===== src/rtl/fir_sample_ctrl.sv =====
// fir_sample_ctrl: sample-rate controller that feeds the adaptive FIR, supervises completion and buffers one result
module fir_sample_ctrl #(
    parameter int TIMEOUT_CYC = 255,
    parameter int CNT_W       = 16
) (
    input  logic             clk,
    input  logic             rst,
    input  logic             in_valid,
    output logic             in_ready,
    input  logic [15:0]      in_x,
    input  logic [15:0]      in_a,
    input  logic [15:0]      in_err,
    input  logic [15:0]      mu,
    output logic [15:0]      fir_x,
    output logic [15:0]      fir_a,
    output logic [15:0]      fir_wadj,
    output logic             fir_go,
    input  logic             fir_done,
    input  logic [15:0]      fir_sample,
    output logic             out_valid,
    input  logic             out_ready,
    output logic [15:0]      out_sample,
    output logic             timeout_err,
    input  logic             clr_err,
    output logic [CNT_W-1:0] sample_cnt
);
    localparam int TW = $clog2(TIMEOUT_CYC + 1);
    typedef enum logic [1:0] {IDLE, MULT, GO, WAIT} state_t;
    state_t state_q, state_d;
    logic signed [15:0] x_q, x_d, a_q, a_d, err_q, err_d, mu_q, mu_d;
    logic [15:0] fx_q, fx_d, fa_q, fa_d, wadj_q, wadj_d, osmp_q, osmp_d, wadj_sat;
    logic ov_q, ov_d, terr_q, terr_d;
    logic [TW-1:0] tmr_q, tmr_d;
    logic [CNT_W-1:0] cnt_q, cnt_d;
    logic signed [31:0] p;
    logic signed [16:0] q;
    assign p        = 32'(mu_q) * 32'(err_q);
    assign q        = 17'(p >>> 15);
    assign wadj_sat = (q[16] == q[15]) ? q[15:0] : (q[16] ? 16'h8000 : 16'h7fff);
    assign in_ready    = (state_q == IDLE) && !ov_q;
    assign fir_go      = state_q == GO;
    assign fir_x       = fx_q;
    assign fir_a       = fa_q;
    assign fir_wadj    = wadj_q;
    assign out_valid   = ov_q;
    assign out_sample  = osmp_q;
    assign timeout_err = terr_q;
    assign sample_cnt  = cnt_q;
    always_comb begin
        state_d = state_q;
        x_d     = x_q;
        a_d     = a_q;
        err_d   = err_q;
        mu_d    = mu_q;
        fx_d    = fx_q;
        fa_d    = fa_q;
        wadj_d  = wadj_q;
        osmp_d  = osmp_q;
        tmr_d   = tmr_q;
        cnt_d   = cnt_q;
        ov_d    = ov_q && !out_ready;
        terr_d  = terr_q && !clr_err;
        case (state_q)
            IDLE: if (in_valid && in_ready) begin
                x_d     = in_x;
                a_d     = in_a;
                err_d   = in_err;
                mu_d    = mu;
                state_d = MULT;
            end
            MULT: begin
                fx_d    = x_q;
                fa_d    = a_q;
                wadj_d  = wadj_sat;
                state_d = GO;
            end
            GO: begin
                tmr_d   = '0;
                state_d = WAIT;
            end
            WAIT: if (fir_done) begin
                osmp_d  = fir_sample;
                ov_d    = 1'b1;
                cnt_d   = cnt_q + CNT_W'(1);
                state_d = IDLE;
            end else if (tmr_q == TW'(TIMEOUT_CYC - 1)) begin
                terr_d  = 1'b1;
                state_d = IDLE;
            end else begin
                tmr_d   = tmr_q + TW'(1);
            end
            default: state_d = IDLE;
        endcase
    end
    always_ff @(posedge clk) begin
        if (rst) begin
            state_q <= IDLE;
            x_q     <= '0;
            a_q     <= '0;
            err_q   <= '0;
            mu_q    <= '0;
            fx_q    <= '0;
            fa_q    <= '0;
            wadj_q  <= '0;
            osmp_q  <= '0;
            tmr_q   <= '0;
            cnt_q   <= '0;
            ov_q    <= 1'b0;
            terr_q  <= 1'b0;
        end else begin
            state_q <= state_d;
            x_q     <= x_d;
            a_q     <= a_d;
            err_q   <= err_d;
            mu_q    <= mu_d;
            fx_q    <= fx_d;
            fa_q    <= fa_d;
            wadj_q  <= wadj_d;
            osmp_q  <= osmp_d;
            tmr_q   <= tmr_d;
            cnt_q   <= cnt_d;
            ov_q    <= ov_d;
            terr_q  <= terr_d;
        end
    end
endmodule


===== config.mk =====
export PLATFORM = sky130hd
export DESIGN_NAME = fir_sample_ctrl
export DESIGN_NICKNAME = d
export VERILOG_FILES = /design/src/rtl/fir_sample_ctrl.sv
export SDC_FILE = /design/constraint.sdc
export NUM_CORES = 1
export LEC_CHECK = 0
export CORE_ASPECT_RATIO = 0.5
export CORE_MARGIN = 10
export CORE_UTILIZATION = 39
export CTS_BUF_LIST = sky130_fd_sc_hd__clkbuf_2
export DETAILED_ROUTE_END_ITERATION = 10
export SETUP_SLACK_MARGIN = 0.05
export SLEW_MARGIN = 20
export SYNTH_ARGS = -nofsm -noshare
export SYNTH_HDL_FRONTEND = slang
export SYNTH_SLANG_ARGS = --single-unit
export TNS_END_PERCENT = 5

===== constraint.sdc =====
create_clock -name clk -period 18.8 [get_ports clk]
set_clock_uncertainty 0.2 [all_clocks]
set_input_delay 2.82 -clock clk [delete_from_list [all_inputs] [get_ports clk]]
set_output_delay 2.82 -clock clk [all_outputs]
set_load 0.005 [all_outputs]

==> After elaboration in Yosys (flattened, before gate mapping) <==
Cells that the tools add are included.
{ "op_classes": {"n_mux": 14, "n_eq_ne": 9, "reduce_logical": 13, "mul": 1, "add_sub_neg": 2} }
{ "op_table": {"columns": ["op", "n"], "rows": [
  ["multiplier 16 x 16 -> 32 bit", 1],
  ["2-to-1 mux 16 bit", 2],
  ["adder 16 x 1 -> 16 bit (second input constant)", 1],
  ["2-to-1 mux 8 bit", 2],
  ["one-hot mux 8 bit (2 select lines)", 1],
  ["adder 8 x 1 -> 8 bit (second input constant)", 1],
  ["== test 8 bit (second input constant)", 1],
  ["one-hot mux 2 bit (4 select lines)", 1],
  ["2-to-1 mux 2 bit", 3],
  ["AND reduction 2 bit", 3],
  ["2-to-1 mux 1 bit", 5],
  ["== test 2 bit (second input constant)", 2],
  ["logical AND 1 bit", 4],
  ["!= test 2 bit (second input constant)", 2],
  ["logical NOT 1 bit", 3],
  ["!= test 3 bit (second input constant)", 1],
  ["AND reduction 3 bit", 1],
  ["== test 2 x 1 -> 1 bit (second input constant)", 1],
  ["logical NOT 2 bit", 1],
  ["!= test 2 x 1 -> 1 bit (second input constant)", 1],
  ["nonzero test 2 bit", 1],
  ["== test 1 bit", 1]
]} }
{ "word_totals": {"register_bits": 156, "in_bits": 86, "output_inout_bits": 84, "elab_cells": 52} }

==> Depth between registers and ports, before layout <==
Gate-level depths: netlist of run 1.
{ "logic_depth": {"word_depth": 5, "depth_mapped": 25, "depth_no_buf": 23} }

==> Worst setup path after synthesis of run 1 <==
OpenSTA, ideal clock, no wires.
{ "synth_path": {"path_kind": "reg-to-reg", "start": "register mu_q[15]", "end": "register wadj_q[14], in the netlist fir_wadj[14]", "n_path_buf": 1, "t_required_ns": 18.509, "arrival_ns": 6.021, "setup_time_ns": 0.091, "path_slack_ns": 12.488, "synth_period_minus_slack_ns": 6.312, "path_stages_with_launch": 20, "path_cell_list": "dfxtp_1 clkbuf_1 nand2_1 inv_1 fa_1 fa_1 fa_1 fa_1 fa_1 fa_1 ha_1 a21oi_1 o21bai_1 a2111oi_0 o211a_1 o31ai_4 a21oi_2 xnor2_2 o21ai_1 a311oi_1"} }
{ "synth_via": {"elab_chain_len": 3, "elab_cells_between_ends": 4, "cone_classes": "mul: 1; eq/ne: 1; mux: 2"} }
{ "synth_rtl": {"columns": ["item", "line_no", "source"], "rows": [
  ["start, declared", "30", "logic signed [15:0] x_q, x_d, a_q, a_d, err_q, err_d, mu_q, mu_d;"],
  ["start signal, assigned", "115", "mu_q <= mu_d;"],
  ["multiplier 16 x 16 -> 32 bit *", "37", "assign p = 32'(mu_q) * 32'(err_q);"],
  ["2-to-1 mux 16 bit or == test 1 bit (tied branches)", "39", "assign wadj_sat = (q[16] == q[15]) ? q[15:0] : (q[16] ? 16'h8000 : 16'h7fff);"],
  ["2-to-1 mux 16 bit *", "39", null],
  ["end signal, assigned", "118", "wadj_q <= wadj_d;"],
  ["end, declared", "31", "logic [15:0] fx_q, fx_d, fa_q, fa_d, wadj_q, wadj_d, osmp_q, osmp_d, wadj_sat;"]
]} }
Every way passes the cells marked *; elsewhere a longest branch is shown, timed or not.
A chain may end at the register's enable or synchronous reset.

==> Final worst setup path of run 1 <==
{ "layout_path": {"start": "register err_q[7]", "end": "register wadj_q[11], in the netlist fir_wadj[11]"} }
{ "layout_via": {"elab_chain_len": 3, "elab_cells_between_ends": 4, "cone_classes": "mul: 1; eq/ne: 1; mux: 2"} }
{ "layout_rtl": {"columns": ["item", "line_no", "source"], "rows": [
  ["start, declared", "30", null],
  ["start signal, assigned", "114", "err_q <= err_d;"],
  ["multiplier 16 x 16 -> 32 bit *", "37", null],
  ["2-to-1 mux 16 bit or == test 1 bit (tied branches)", "39", null],
  ["2-to-1 mux 16 bit *", "39", null]
]} }
Marked as above.

==> flow_summary.yaml, run 1 <==
outcome:
  outcome: "completed"
timing:
  rsz0062_at_grt: "no"
  slew_headroom_pct: 30.34
  tns_ns: 0
  fin_crit_sh_pct: 37.14
  setup_ws_ns: 11.82
  slew_violations: 0
  finalHoldViolations: 0
  finalSetupViolCount: 0
  period_minus_slack_ns: 6.982
  max_freq_mhz: 143.2
  worst_pin_slew_ns: 1.045
synth:
  seq_area_frac_synth_pct: 20.37
  synthArstFlopShare_pct: 0
  synth.area.mux_share_pct: 2.286
  ys_warn_count: 0
  avgSynthCellArea_um2: 8.886
  yosys.area_share.adder_pct: 41.11
  synth_top_family_by_area: "adder cells"
  synth-compound-area-share_pct: 7.077
  synthesis.area_um2: 15330
  synthCells: 1725
  synth_cell_types: 57
  synth_top_flop_cell: "dfxtp_1"
  syn_nets: 2158
  synth-edff-count: 0
  synthSimpleGateAreaFrac_pct: 17.48
  synth-seq-cells: 156
  synth_xor_area_share_pct: 2.375
power_and_ir_drop:
  irDropWorstVdd_uv: 49.02
  leakagePower_nw: 8.168
  power.density_nw_per_um2: 82.62
clock_network:
  cts_setup_buffers: 0
  clock_path_buffers: 2
  clk_pin_slew_ns: 0.26
  cts_resized: 0
  insertion_delay_ns: 0.74
  cts_root_buf: "clkbuf_2"
  cts.htree.levels: 4
  cts_buffers: 17
  tritoncts: "yes"
  cts_sinks: 156
  hold_buffers: 0
job:
  drv_cap: 0
placed_design:
  post-place-ws_ns: 11.89
  io_buffers: 169
  place_hpwl_mm: 29.19
  gp_congestion: 0.8704
finish:
  layout.nets: 2278
  drive_gt1_share_pct: 3.446
  area_growth_pct: 15.30
  mostFrequentLayoutCells: "317 x nand2_1, 303 x inv_1, 261 x fa_1, 168 x clkdlybuf4s50_1, 156 x dfxtp_1"
  fin_util_pct: 45.48
  layout_commonest_cell: "nand2_1"
worst_setup_path:
  path_class: "register to register"
  cp_max_fo: 17
  critPathCaptureType: "register"
  startpoint_type: "register"
  arrival_ns: 7.46
  cp.required_ns: 19.27
routing:
  ant_nets: 0
  wl_per_cell_um: 15.46
  drt_first_pass_iters: 4
  drt_wl_total_mm: 36.93
  num_vias: 11280
  drt_iter0_markers: 540
  via_per_inst: 4.724
  drc: 0
global_routing:
  grt_pass1_wl_mm: 63.55
  globalRouteTotalUtil_pct: 16.17
  gr-total-overflow: 0
  antenna_found_initial: 1
  grt_max_degree: 97
  grt_pass1_vias: 12070
min_path:
  hold_path_class: "register to register"
die:
  ios: 170
  die-area_um2: 48110
  core_um2: 38860
  rows: 51
  die_h_um: 160.2
  start_util_pct: 39.44
  die-width_um: 300.4
area by class of cell:
cell class	instances	area [um^2]
Multi-Input combinational cell	1191	10790
Timing Repair Buffer	175	1734
Antenna cell	1	2.502
Clock inverter	14	136.4
Tap cell	530	663.1
Sequential cell	156	3123
Fill cell	3840	21190
Clock buffer	17	85.08
Inverter	304	1141
worst max-delay path: stages, from the launching register on:
cell,delay [ns]
dfxtp_1,0.87
nand2_1,0.19
fa_1,0.57
inv_1,0.05
fa_1,0.50
inv_1,0.06
fa_1,0.53
inv_1,0.05
fa_1,0.38
fa_1,0.51
inv_1,0.05
fa_1,0.47
inv_1,0.04
ha_1,0.37
nand4_1,0.14
nor3_1,0.20
a31oi_1,0.08
a31oi_1,0.57
o21ai_2,0.22
nand3_1,0.17
nor2b_1,0.30
o21ai_0,0.14
a311oi_1,0.26
cells by family (layout without fill, tap and decap cells):
| kind of cell | count (synthesis) | after routing |
|---|---|---|
| buffers and inverters | 378 | 510 |
| other | 0 | 1 |
| AOI/OAI and AO/OA | 181 | 181 |
| xor gates and xnor gates | 39 | 39 |
| adders and majority gates | 347 | 347 |
| DFF | 156 | 156 |
| muxes | 35 | 35 |
| and+or+nand+nor | 589 | 589 |
stage by stage:
| stage | hold slack (ns) | std cells | power [W] | instance area [um^2] |
|---|---|---|---|---|
| CTS | 0.2733 | 2387 | 0.001490 | 17670 |
| global placement | 0.2393 | 2356 | 0.001287 | 17450 |
| floorplan | 0.2360 | 1725 | 0.001039 | 15330 |
| global route | 0.2888 | 2388 | 0.001624 | 17670 |
| detailed placement | 0.2411 | 2356 | 0.001295 | 17450 |
| finish | 0.2687 | 2388 | 0.001460 | 17670 |
flip-flops by register name (all words and copies together), names as in the netlist:
| signal | count |
|---|---|
| out_sample | 16 |
| timeout_err | 1 |
| state_q | 2 |
| fir_x | 16 |
| out_valid | 1 |
| fir_wadj | 16 |
| sample_cnt | 16 |
| a_q | 16 |
| x_q | 16 |
| tmr_q | 8 |
| fir_a | 16 |
| err_q | 16 |
| mu_q | 16 |
where the power goes:
part	switching (W)	leakage, nW	internal (W)
registers	0.0000889	1.27	0.000383
clock network	0.000135	0.134	0.0000507
logic	0.000454	6.77	0.000349
layer usage:
metal  GRT usage (%)  part of all wire, %
met4           4.052                  1.9
met3           2.915                  3.6
met1           19.65                   43
met2           29.07                   51
met5               0                    0
Yosys cell counts (6+ instances only):
library cell  count  area [um^2]
nand3_1           8        40.04
dfxtp_1         156         3123
ha_1             86         1076
clkbuf_1         66        247.7
buf_1             7        26.28
nand4_1          10        62.56
o21ai_0          18        90.09
fa_1            261         5225
a21oi_1         108        540.5
and2_1          122        763.2
o21bai_1          6        45.04
mux2i_1          35        350.3
xor2_1           20        175.2
nand2b_1          8        50.05
or3_1             9        56.30
xnor2_1          16        140.1
nor2_1           89        334.1
o21ai_2          10        87.58
a21o_1            7        52.55
inv_1           303         1137
nand2_1         318         1194
final timing paths:
| kind | cells after the start | endpoint | slack (ns) | start |
|---|---|---|---|---|
| worst max-delay path | 22 | fir_wadj[11] | 11.82 | err_q[7] |
| worst min-delay path | 2 | fir_wadj[13] | 0.27 | fir_wadj[13] |
| worst max register to register | 22 | fir_wadj[11] | 11.82 | err_q[7] |
| worst min register to register | 2 | fir_wadj[13] | 0.27 | fir_wadj[13] |
Note: power is estimated with default switching activity, not from simulation.
==> inputs of run 2 (changes only) <==
==> constraint.sdc (replaced) <==
create_clock -name clk -period 6.6 [get_ports clk]
set_clock_uncertainty 0.2 [all_clocks]
set_input_delay 0.99 -clock clk [delete_from_list [all_inputs] [get_ports clk]]
set_output_delay 0.99 -clock clk [all_outputs]
set_load 0.005 [all_outputs]
==> run 2 against run 1 <==
Compared with the run above:
- die area did not move
- register-to-register slack got worse by 12 ns
- design area is 3.7% higher
- largest cell class unchanged
==> flow_summary.yaml, run 2 (synthesized netlist as in run 1, its figures left out) <==
finish:
  layout.nets: 2337
  stdcell_count: 2447
  area_growth_pct: 19.55
  final_area_um2: 18330
  mostFrequentLayoutCells: "317 x nand2_1, 302 x inv_1, 258 x fa_1, 168 x clkdlybuf4s50_1, 130 x dfxtp_1"
  drive_gt1_share_pct: 8.403
  layout_commonest_cell: "nand2_1"
routing:
  wl_per_cell_um: 15.47
  ant_nets: 0
  drc: 0
  drt_first_pass_iters: 4
  drt_wl_total_mm: 37.85
  num_vias: 11510
  via_per_inst: 4.703
  drt_iter0_markers: 534
die:
  die_h_um: 160.2
  ios: 170
  start_util_pct: 39.44
  rows: 51
  core_um2: 38860
  die-area_um2: 48110
  die-width_um: 300.4
clock_network:
  cts_buffers: 17
  cts_sinks: 156
  hold_buffers: 0
  clock_path_buffers: 2
  cts.htree.levels: 4
  cts_root_buf: "clkbuf_2"
  tritoncts: "yes"
  insertion_delay_ns: 0.76
  clk_pin_slew_ns: 0.22
worst_setup_path:
  reg2reg_depth: 21
  slowest_stage: "fa_1"
  crit_chain: "buf_4, nand2_1, fa_1, inv_1, fa_1, fa_1, fa_1, fa_1, inv_1, fa_1, inv_1, ha_1, a21oi_1, o21ai_0, a2111oi_2, o211a_1, o31ai_4, a21oi_2, xnor2_2, o21ai_1, a311oi_1"
  startpoint_type: "register"
  cp.required_ns: 7.04
  critPathCaptureType: "register"
  path_common_cell: "fa_1"
  arrival_ns: 6.75
  cp_max_fo: 9
  cp_slowest_stage_delay_ns: 0.59
  path_class: "register to register"
outcome:
  outcome: "completed"
placed_design:
  place_hpwl_mm: 30.27
  dp_cells: 2409
  io_buffers: 169
  gp_congestion: 0.8403
  dpl_cell_area_um2: 17860
timing:
  finalHoldViolations: 0
  max_freq_mhz: 158.5
  rsz0062_at_grt: "yes"
  worst_pin_slew_ns: 0.9406
  slew_headroom_pct: 37.06
  tns_ns: 0
  period_minus_slack_ns: 6.308
  finalSetupViolCount: 0
  fin_crit_sh_pct: 95.57
  slew_violations: 0
power_and_ir_drop:
  power_w: 0.004466
  irDropWorstVdd_uv: 135.5
  leakagePower_nw: 8.491
  power.density_nw_per_um2: 243.7
global_routing:
  antenna_found_initial: 1
  grt_pass1_vias: 12180
  grt_max_degree: 73
  gr-total-overflow: 0
  grt_pass1_wl_mm: 63.12
  globalRouteTotalUtil_pct: 16.19
job:
  drv_cap: 0
min_path:
  min_path_cells: 2
  hold_path_class: "register to register"
==> run 2: cell types whose count changed in the layout (fill, tap and decap cells not counted), moves of 3 or more <==
| cell | change |
|---|---|
| buf_12 | +3 |
| ha_1 | -3 |
| fa_2 | +3 |
| dfxtp_1 | -26 |
| fa_1 | -3 |
| dfxtp_2 | +9 |
| buf_4 | +55 |
| dfxtp_4 | +17 |
==> run 2: final timing paths <==
| kind | from | to | slack, ns |
|---|---|---|---|
| hold reg to reg | fir_wadj[13] | fir_wadj[13] | 0.27 |
| hold / removal | fir_wadj[13] | fir_wadj[13] | 0.27 |
| setup reg to reg | mu_q[12] | fir_wadj[14] | 0.29 |
| setup / recovery | mu_q[12] | fir_wadj[14] | 0.29 |
==> run 2: power breakdown <==
| group | switching [W] | internal, W |
|---|---|---|
| logic | 0.00144 | 0.00116 |
| clock network | 0.000379 | 0.000218 |
| registers | 0.000166 | 0.00110 |
==> run 2: critical path: cells and delay by family, from the launching register on <==
kind | cells | cell delay [ns]
buffers and inverters | 4 | 0.35
flip-flops | 1 | 0.50
AO/OA/AOI/OAI | 8 | 1.65
AND/OR/NAND/NOR | 1 | 0.08
adder cells (fa/ha/maj) | 7 | 3.31
XOR/XNOR | 1 | 0.13
==> run 2: cell type report <==
type	count	area [um^2]
inverter	304	1141
sequential	156	3198
multi-input combinational	1191	10850
clock buffer	19	95.09
tap	530	663.1
fill	3766	20540
timing repair buffer	234	2218
antenna	1	2.502
clock inverter	12	161.4
==> run 2: through the flow <==
stage          utilization, %  hold slack [ns]  setup WS (ns)
4_1_cts                 46.63           0.2735        0.05672
3_5_place_dp            45.95           0.2392        0.09167
3_3_place_gp            45.95           0.2361        0.09377
2_1_floorplan               -           0.2360         0.2880
5_1_grt                 47.16           0.2895        0.01286
6_report                47.16           0.2704         0.2923
==> run 2: repair_timing <==
item	CTS	global route
gates resized for setup	7	52
endpoints found under the setup margin	3	16
pin swaps	0	9
setup buffers	0	6
==> run 2: routing by layer <==
| layer | GRT usage (%) | up-vias | routed length, um |
|---|---|---|---|
| met5 | 0 | - | 0 |
| met3 | 2.942 | 27 | 1500 |
| li1 | - | 5594 | - |
| met1 | 19.41 | 5723 | 16030 |
| met2 | 29.60 | 164 | 19720 |
| met4 | 3.667 | 0 | 588 |
==> inputs of run 3 (changes only) <==
--- a/config.mk
+++ b/config.mk
@@ -15,4 +15,4 @@
 export SYNTH_ARGS = -nofsm -noshare
 export SYNTH_HDL_FRONTEND = slang
 export SYNTH_SLANG_ARGS = --single-unit
-export TNS_END_PERCENT = 5
+export TNS_END_PERCENT = 10
==> results of run 3 <==
Same layout as run 2: the final DEF is identical, and so are final timing and power.
